`config.mk`:
```
export PLATFORM = sky130hd
export DESIGN_NAME = lsu_mem_access
export DESIGN_NICKNAME = d
export VERILOG_FILES = /design/src/rtl/lsu_pkg.sv /design/src/rtl/lsu_lane_align.sv /design/src/rtl/lsu_mem_access.sv
export SDC_FILE = /design/constraint.sdc
export NUM_CORES = 1
export LEC_CHECK = 0
export ABC_CLOCK_PERIOD_IN_PS = 4700
export CAP_MARGIN = 20
export CORE_MARGIN = 4
export CORE_UTILIZATION = 45
export CTS_CLUSTER_SIZE = 20
export DETAILED_ROUTE_END_ITERATION = 7
export PLACE_DENSITY = 0.78
export REMOVE_ABC_BUFFERS = 1
export SLEW_MARGIN = 20
export SYNTH_ARGS = -nofsm -noshare
export SYNTH_HDL_FRONTEND = slang
export SYNTH_SLANG_ARGS = --single-unit
export TNS_END_PERCENT = 5
```
`constraint.sdc`:
```
create_clock -name clk -period 4.7 [get_ports clk]
set_input_delay 0.94 -clock clk [delete_from_list [all_inputs] [get_ports clk]]
set_output_delay 0.94 -clock clk [all_outputs]
set_load 0.05 [all_outputs]
```
`src/rtl/lsu_pkg.sv`:
```
// Shared state encoding, funct3 constants and size decode for the load/store access unit.
// The optional two-beat misaligned path is enabled by defining LSU_MISALIGN_SPLIT_EN.
package lsu_pkg;

  localparam int unsigned NBYTES = 4;

  typedef enum logic [2:0] {
    IDLE  = 3'd0,
    REQ0  = 3'd1,
    WAIT0 = 3'd2,
    REQ1  = 3'd3,
    WAIT1 = 3'd4,
    RESP  = 3'd5
  } lsu_state_e;

  localparam logic [2:0] LB  = 3'b000;
  localparam logic [2:0] LH  = 3'b001;
  localparam logic [2:0] LW  = 3'b010;
  localparam logic [2:0] LBU = 3'b100;
  localparam logic [2:0] LHU = 3'b101;
  localparam logic [2:0] SB  = 3'b000;
  localparam logic [2:0] SH  = 3'b001;
  localparam logic [2:0] SW  = 3'b010;

  function automatic logic [2:0] size_of(input logic [2:0] funct3);
    case (funct3[1:0])
      2'b00:   size_of = 3'd1;
      2'b01:   size_of = 3'd2;
      2'b10:   size_of = 3'd4;
      default: size_of = 3'd0;
    endcase
  endfunction

  function automatic logic funct3_illegal(input logic [2:0] funct3);
    funct3_illegal = !(funct3 inside {LB, LH, LW, LBU, LHU, SB, SH, SW});
  endfunction

endpackage

```
`src/rtl/lsu_lane_align.sv`:
```
// Per-beat byte-lane mapping: byte enables, big-endian store lane placement and load gather.
// Beat 0 covers bytes landing in the first word, beat 1 the bytes that spill into the next word.
module lsu_lane_align
  import lsu_pkg::*;
#(
  parameter int DATA_WIDTH = 32
) (
  input  logic [1:0]            offset,
  input  logic [2:0]            size,
  input  logic                  beat,
  input  logic [DATA_WIDTH-1:0] wdata,
  input  logic [DATA_WIDTH-1:0] rdata,
  output logic [NBYTES-1:0]     be,
  output logic [DATA_WIDTH-1:0] wlanes,
  output logic [DATA_WIDTH-1:0] rd_lanes,
  output logic [DATA_WIDTH-1:0] rd_keep
);

  // Byte k of the access sits at lane (offset+k) mod 4 of beat (offset+k)/4.
  always_comb begin
    be       = '0;
    wlanes   = '0;
    rd_lanes = '0;
    rd_keep  = '0;
    for (int k = 0; k < NBYTES; k++) begin
      if ((3'(k) < size) && ((({1'b0, offset} + 3'(k)) >= 3'd4) == beat)) begin
        be[offset + 2'(k)]                         = 1'b1;
        wlanes[{offset + 2'(k), 3'b000} +: 8]      = wdata[{2'(size - 3'(k) - 3'd1), 3'b000} +: 8];
        rd_lanes[8*k +: 8]                         = rdata[{offset + 2'(k), 3'b000} +: 8];
        rd_keep[8*k +: 8]                          = 8'hFF;
      end
    end
  end

endmodule

```
`src/rtl/lsu_mem_access.sv`:
```
// Load/store access unit: turns byte-addressed requests into word beats with byte enables.
// Define LSU_MISALIGN_SPLIT_EN to split word-crossing accesses into two beats; otherwise they are rejected.
module lsu_mem_access
  import lsu_pkg::*;
#(
  parameter int DATA_WIDTH = 32,
  parameter int ADDR_WIDTH = 32
) (
  input  logic                  clk,
  input  logic                  rst_n,
  input  logic                  req_valid,
  output logic                  req_ready,
  input  logic                  req_we,
  input  logic [2:0]            req_funct3,
  input  logic [ADDR_WIDTH-1:0] req_addr,
  input  logic [DATA_WIDTH-1:0] req_wdata,
  output logic                  resp_valid,
  output logic [DATA_WIDTH-1:0] resp_rd,
  output logic                  resp_err,
  output logic                  mem_req,
  output logic                  mem_we,
  output logic [ADDR_WIDTH-1:0] mem_addr,
  output logic [NBYTES-1:0]     mem_be,
  output logic [DATA_WIDTH-1:0] mem_wdata,
  input  logic                  mem_gnt,
  input  logic                  mem_rvalid,
  input  logic [DATA_WIDTH-1:0] mem_rdata
);

  lsu_state_e            state_q, state_d;
  logic                  we_q, we_d;
  logic [2:0]            size_q, size_d;
  logic [ADDR_WIDTH-1:0] addr_q, addr_d;
  logic [DATA_WIDTH-1:0] wdata_q, wdata_d;
  logic                  split_q, split_d;
  logic [DATA_WIDTH-1:0] rd_q, rd_d;
  logic                  err_q, err_d;

  logic                  req_split, req_split_ok, req_reject;
  logic                  beat;
  logic [NBYTES-1:0]     beat_be;
  logic [DATA_WIDTH-1:0] beat_wlanes, beat_rd, beat_keep, rd_merged;
  logic [ADDR_WIDTH-1:0] beat_addr;

  assign req_split = ({1'b0, req_addr[1:0]} + size_of(req_funct3)) > 3'd4;

`ifdef LSU_MISALIGN_SPLIT_EN
  assign req_split_ok = req_split;
  assign req_reject   = funct3_illegal(req_funct3);
`else
  assign req_split_ok = 1'b0;
  assign req_reject   = funct3_illegal(req_funct3) | req_split;
`endif

  assign beat = (state_q == REQ1) || (state_q == WAIT1);

  lsu_lane_align #(.DATA_WIDTH(DATA_WIDTH)) u_lane_align (
    .offset   (addr_q[1:0]),
    .size     (size_q),
    .beat     (beat),
    .wdata    (wdata_q),
    .rdata    (mem_rdata),
    .be       (beat_be),
    .wlanes   (beat_wlanes),
    .rd_lanes (beat_rd),
    .rd_keep  (beat_keep)
  );

  // Second beat targets the next word; the add wraps at the top of the address space.
  assign beat_addr = {addr_q[ADDR_WIDTH-1:2], 2'b00} + (beat ? ADDR_WIDTH'(4) : ADDR_WIDTH'(0));
  assign rd_merged = (rd_q & ~beat_keep) | (beat_rd & beat_keep);

  always_comb begin
    state_d = state_q;
    we_d    = we_q;
    size_d  = size_q;
    addr_d  = addr_q;
    wdata_d = wdata_q;
    split_d = split_q;
    rd_d    = rd_q;
    err_d   = err_q;
    case (state_q)
      IDLE: begin
        if (req_valid) begin
          we_d    = req_we;
          size_d  = size_of(req_funct3);
          addr_d  = req_addr;
          wdata_d = req_wdata;
          split_d = req_split_ok;
          rd_d    = '0;
          err_d   = req_reject;
          state_d = req_reject ? RESP : REQ0;
        end
      end
      REQ0: begin
        if (mem_gnt) state_d = we_q ? (split_q ? REQ1 : RESP) : WAIT0;
      end
      WAIT0: begin
        if (mem_rvalid) begin
          rd_d    = rd_merged;
          state_d = split_q ? REQ1 : RESP;
        end
      end
      REQ1: begin
        if (mem_gnt) state_d = we_q ? RESP : WAIT1;
      end
      WAIT1: begin
        if (mem_rvalid) begin
          rd_d    = rd_merged;
          state_d = RESP;
        end
      end
      RESP:    state_d = IDLE;
      default: state_d = IDLE;
    endcase
  end

  always_ff @(posedge clk) begin
    if (!rst_n) begin
      state_q <= IDLE;
      we_q    <= 1'b0;
      size_q  <= '0;
      addr_q  <= '0;
      wdata_q <= '0;
      split_q <= 1'b0;
      rd_q    <= '0;
      err_q   <= 1'b0;
    end else begin
      state_q <= state_d;
      we_q    <= we_d;
      size_q  <= size_d;
      addr_q  <= addr_d;
      wdata_q <= wdata_d;
      split_q <= split_d;
      rd_q    <= rd_d;
      err_q   <= err_d;
    end
  end

  assign req_ready  = (state_q == IDLE);
  assign resp_valid = (state_q == RESP);
  assign resp_rd    = rd_q;
  assign resp_err   = err_q;
  assign mem_req    = (state_q == REQ0) || (state_q == REQ1);
  assign mem_we     = mem_req & we_q;
  assign mem_addr   = mem_req ? beat_addr : '0;
  assign mem_be     = mem_req ? beat_be : '0;
  assign mem_wdata  = mem_req ? beat_wlanes : '0;

endmodule

```
# Yosys cells after proc, flatten, opt, wreduce, memory -nomap -nowiden

Index checks and enable logic that the tools add are counted.

Input bits: 105
Logic and storage cells: 152
Register bits after elaboration: 104

Magnitude comparators: 17
Mux-type cells: 43
Reduce and logical (&&, ||, !) cells: 20
Shift operators: 16
Add/subtract/negate cells: 18
Bitwise operators: 10
Equality and inequality tests: 21

Operators by type and width:

| operator                                              | number |
|---|---|
| 2-to-1 mux 32 bit                                     | 8 |
| indexed part select 32 x 6 -> 8 bit                   | 8 |
| variable shift 8 x 7 -> 32 bit (first input constant) | 4 |
| indexed part select 8 x 7 -> 32 bit                   | 4 |
| AND 32 bit                                            | 3 |
| bitwise mux 32 bit                                    | 3 |
| 2-to-1 mux 8 bit                                      | 8 |
| one-hot mux 32 bit (2 select lines)                   | 1 |
| adder 32 x 3 -> 32 bit                                | 1 |
| inverter 32 bit                                       | 1 |
| bitwise OR 32 bit                                     | 1 |
| negator 5 -> 7 bit                                    | 4 |
| 2-to-1 mux 3 bit                                      | 7 |
| 2-to-1 mux 4 bit                                      | 5 |
| == test 3 bit (second input constant)                 | 4 |
| < comparator 2 x 3 -> 1 bit (second input constant)   | 4 |
| bitwise OR 4 bit                                      | 3 |
| one-hot mux 3 bit (4 select lines)                    | 1 |
| inequality test 2 bit (second input constant)         | 5 |
| == test 3 x 2 -> 1 bit (second input constant)        | 3 |
| >= comparator 3 bit (second input constant)           | 3 |
| one-hot mux 3 bit (3 select lines)                    | 1 |
| demux 1 bit (select 2 bit)                            | 4 |
| >= comparator 2 x 1 -> 1 bit (second input constant)  | 4 |
| other kinds (30)                                      | 55 |

# Depth between registers and ports, before layout

Depth in word-level cells: 12
Mapped depth: 12
Gate-level depth less buffers: 10

# Hierarchy

From an unflattened synthesis, not the netlist that was laid out.

Cells, all modules: 1091
Area total of the unflattened synthesis: 8579.5 µm²

Modules (own cells, without submodules):

| module         | times used | cells each | area each (µm²) |
|---|---|---|---|
| lsu_mem_access | 1          | 694        | 5235.0 |
| lsu_lane_align | 1          | 397        | 3344.5 |

# Least setup slack after synthesis

OpenSTA, ideal clock, no wires.

Path type: flip-flop to output port
Start: reg addr_q[1]
End: out mem_wdata[16]
Data arrival time: 3.587 ns
Stages on the path, launching flop included: 13
Path slack: 0.173 ns
Required time: 3.760 ns
Cell sequence: dfxtp_1 -> clkbuf_1 -> inv_2 -> clkbuf_1 -> ha_1 -> clkbuf_1 -> nor2_1 -> or4_1 -> clkbuf_1 -> buf_2 -> nor3_1 -> a211oi_1 -> o21ai_0

Cells in the longest elaborated chain, start to end: 11
Elaborated cells between the ends (all ways): 39

RTL lines:

| what                                                       | line                  | source |
|---|---|---|
| start, declared                                            | lsu_mem_access.sv:33  | `logic [ADDR_WIDTH-1:0] addr_q, addr_d;` |
| start signal, assigned                                     | lsu_mem_access.sv:132 | `addr_q <= addr_d;` |
| branches (longest 9 deep; another with negator 5 -> 7 bit) | --                    |  |
| 2-to-1 mux 32 bit *                                        | lsu_lane_align.sv:26  | `if ((3'(k) < size) && ((({1'b0, offset} + 3'(k)) >= 3'd4) == beat)) begin` |
| 2-to-1 mux 32 bit *                                        | lsu_mem_access.sv:148 | `assign mem_wdata = mem_req ? beat_wlanes : '0;` |
| end, declared                                              | lsu_mem_access.sv:24  | `output logic [DATA_WIDTH-1:0] mem_wdata,` |

Mark *: on every way between the ends.

# Final worst setup path

Start: reg state_q[2]
End: out mem_addr[31]

Cells in the longest elaborated chain, start to end: 5
Elaborated cells between the ends (all ways): 8

RTL lines:

| what                                                    | line                                        | source |
|---|---|---|
| start, declared                                         | lsu_mem_access.sv:30                        | `lsu_state_e state_q, state_d;` |
| start signal, assigned                                  | lsu_mem_access.sv:129                       | `state_q <= state_d;` |
| == test 3 x 2 -> 1 bit or == test 3 bit (tied branches) | lsu_mem_access.sv:55, lsu_mem_access.sv:144 |  |
| logical OR 1 bit                                        | lsu_mem_access.sv:55                        | `assign beat = (state_q == REQ1) \|\| (state_q == WAIT1);` |
| 2-to-1 mux 3 bit                                        | lsu_mem_access.sv:70                        | `assign beat_addr = {addr_q[ADDR_WIDTH-1:2], 2'b00} + (beat ? ADDR_WIDTH'(4) : ADDR_WIDTH'(0));` |
| adder 32 x 3 -> 32 bit                                  | lsu_mem_access.sv:70                        |  |
| 2-to-1 mux 32 bit *                                     | lsu_mem_access.sv:146                       | `assign mem_addr = mem_req ? beat_addr : '0;` |
| end, declared                                           | lsu_mem_access.sv:22                        | `output logic [ADDR_WIDTH-1:0] mem_addr,` |

Every way passes the cells marked *; elsewhere a longest branch is shown, timed or not.

==> impl_metrics.py <==
metrics = {
    "synth": {
        "yosysMostFrequentCell": "dfxtp_1",
        "ys_ff_latch": 104,
        "async_reset_ff_frac": 0,
        "syn_area_per_cell_um2": 8.37,
        "ys_warn_count": 0,
        "synthFlopType": "dfxtp_1",
        "netlist_area_um2": 7460,
        "synth-edff-count": 0,
        "netlist_top_cells_count": "dfxtp_1 (104), nor2_1 (97), o21ai_0 (71), mux2i_1 (67), mux2_2 (64)",
        "synth_area_leaders": "dfxtp_1 (28%), mux2_2 (9.7%), mux2i_1 (9.0%)",
        "syn-instance-count": 891,
        "synth_top_cell_area_share": 0.279,
        "ys_types": 70,
        "yosysTopAreaCell": "dfxtp_1",
        "ys_seq_area_frac": 0.279,
    },
    "place": {
        "portBuffers": 207,
        "routabilityCongestion": 0.981,
        "hpwl_mm": 18.3,
        "place_area_um2": 10200,
    },
    "critical_path": {
        "cp_max_fo": 12,
        "required_ns": 3.76,
        "endpoint_kind": "primary output",
        "cp_data_arrival_time_ns": 3.48,
        "setup.worst_path.start_class": "flop",
        "crit_type": "flop to primary output",
    },
    "finish": {
        "antenna_cells": 0,
        "fin_area_um2": 10500,
        "area_delta_synth_final_pct": 40.3,
        "fillers": 1307,
        "fin_nets": 1183,
        "multi_input_area_um2": 5010,
        "drive_above_1_share": 0.162,
        "final-seq-area_um2": 2080,
    },
    "clock_tree": {
        "clock_sinks": 104,
        "clockRootBuffer": "clkbuf_16",
        "clkTransAtPathRegs_ns": 0.07,
        "post_cts_buffers": 0,
        "clk_latency_ns": 0.36,
        "cts_buffers": 9,
        "ctsResizeCount": 0,
        "cts_hold_buffers": 0,
        "cts_tree": "done",
        "clockBufferDepth": 2,
        "htreeDepth": 3,
    },
    "sta": {
        "finalCritPeriodShare": 0.940,
        "fin_skew_ns": 0.00866,
        "hold_viol": 0,
        "fin_setup_tns_ns": 0,
        "hold_ws_ns": 0.468,
        "setup_viol": 0,
        "tightest_slew_ns": 0.972,
        "grt_setup_unrepaired": "no",
        "max_freq_mhz": 226,
        "slew_headroom": 0.346,
        "slew_viol_final": 0,
        "period_needed_ns": 4.42,
    },
    "detailed_routing": {
        "drtIter0Drc": 630,
        "drc": 0,
        "antenna_left": 0,
        "drt-total-wl_mm": 24.8,
        "num_vias": 7693,
        "wl_per_cell_um": 19.3,
        "viasPerCell": 5.98,
        "drt-pass1-iter-count": 8,
    },
    "die": {
        "die_x_um": 137,
        "pin_count": 210,
        "core_um2": 16100,
        "die_y_um": 137,
        "initial_core_util": 0.464,
        "num_rows": 46,
        "dieArea_um2": 18700,
    },
    "pwr": {
        "vdd_drop_max_mv": 0.229,
        "power_leakage_nw": 3.65,
        "p_per_area_nw_per_um2": 364,
    },
    "grt": {
        "grt_overflow_total": 0,
        "grt_pass1_vias": 7134,
        "grt_use_total": 0.257,
        "grt_max_degree": 49,
        "antenna_found_initial": 0,
        "grt_pass1_wl_mm": 38.2,
    },
    "run_status": {
        "status": "finished, final reports clean",
    },
    "run": {
        "cap_violations": 0,
    },
    "hold_path": {
        "min_path_type": "flop to flop",
    },
}
==> registers in the layout, indices dropped and copies added, names as in the netlist <==
| name | cells |
|---|---|
| addr_q | 32 |
| resp_err | 1 |
| resp_rd | 32 |
| size_q | 3 |
| state_q | 3 |
| wdata_q | 32 |
| we_q | 1 |
==> power by group <==
group / total [W] / internal [W] / switching, W
Sequential: 0.00117 / 0.00102 / 0.000149
Clock: 0.000773 / 0.000420 / 0.000353
Combinational: 0.00187 / 0.000717 / 0.00115
==> area by class of cell <==
| cell class | count | area share |
|---|---|---|
| Multi-Input combinational cell | 701 | 0.479 |
| Clock buffer | 11 | 0.0222 |
| Inverter | 23 | 0.00825 |
| Tap cell | 216 | 0.0258 |
| Sequential cell | 104 | 0.199 |
| Timing Repair Buffer | 227 | 0.259 |
| Clock inverter | 5 | 0.00634 |
==> metal layers <==
layer | up-vias | routed length [um] | global-route usage
met2 | 362 | 11500 | 0.412
met3 | 57 | 2030 | 0.0680
met4 | 0 | 674 | 0.0997
met5 | - | 0 | 0
met1 | 3598 | 10600 | 0.328
li1 | 3676 | - | -
==> cells in the final DEF, fill, tap and decap left out, types with 11 or more instances in the layout <==
cell type,instances
buf_4,23
inv_1,22
a32o_1,17
mux2i_1,67
nand2_1,58
xor2_1,12
o21ai_0,71
mux2_2,64
dfxtp_1,102
ha_1,11
clkdlybuf4s50_1,154
nand3_1,27
a21oi_1,33
buf_12,50
a211oi_1,16
nor3_1,29
xnor2_1,16
nor2_1,97
a22o_1,60
==> final timing paths <==
path | startpoint | endpoint | slack (ns) | cells past startpoint
setup / recovery | state_q[2] | mem_addr[31] | 0.28 | 10
hold / removal | resp_rd[26] | resp_rd[26] | 0.47 | 2
setup reg to reg | addr_q[1] | resp_rd[12] | 2.11 | 7
hold reg to reg | resp_rd[26] | resp_rd[26] | 0.47 | 2
==> worst max-delay path: stages (launching register included) <==
cell and delay, ns:
dfxtp_1 0.52, nor3b_4 0.43, nor2_1 0.17, inv_1 0.13, ha_1 0.17, and2_1 0.17
or4b_1 0.66, nor4_1 0.35, and3_1 0.21, o21a_1 0.17, buf_12 0.15
==> cells by family after synthesis <==
| kind of cell | count (synthesis) | synth area share |
|---|---|---|
| and+or+nand+nor | 275 | 0.182 |
| AOI/OAI and AO/OA | 253 | 0.248 |
| muxes | 131 | 0.187 |
| DFF | 104 | 0.279 |
| buffers and inverters | 87 | 0.0498 |
| xor gates and xnor gates | 28 | 0.0329 |
| adders and majority gates | 12 | 0.0211 |
| other | 1 | 0.000503 |
==> metrics by stage <==
step | cells | total power [W] | utilization | setup WS (ns)
final | 1287 | 0.00381 | 0.652 | 0.282
after global placement | 1271 | 0.00300 | 0.633 | 0.760
after detailed placement | 1271 | 0.00303 | 0.633 | 0.692
after floorplan | 828 | 0.00239 | - | -0.738
after CTS | 1287 | 0.00381 | 0.652 | 0.288
after global routing | 1287 | 0.00402 | 0.652 | 0.0481
Note: power is estimated with default switching activity, not from simulation.
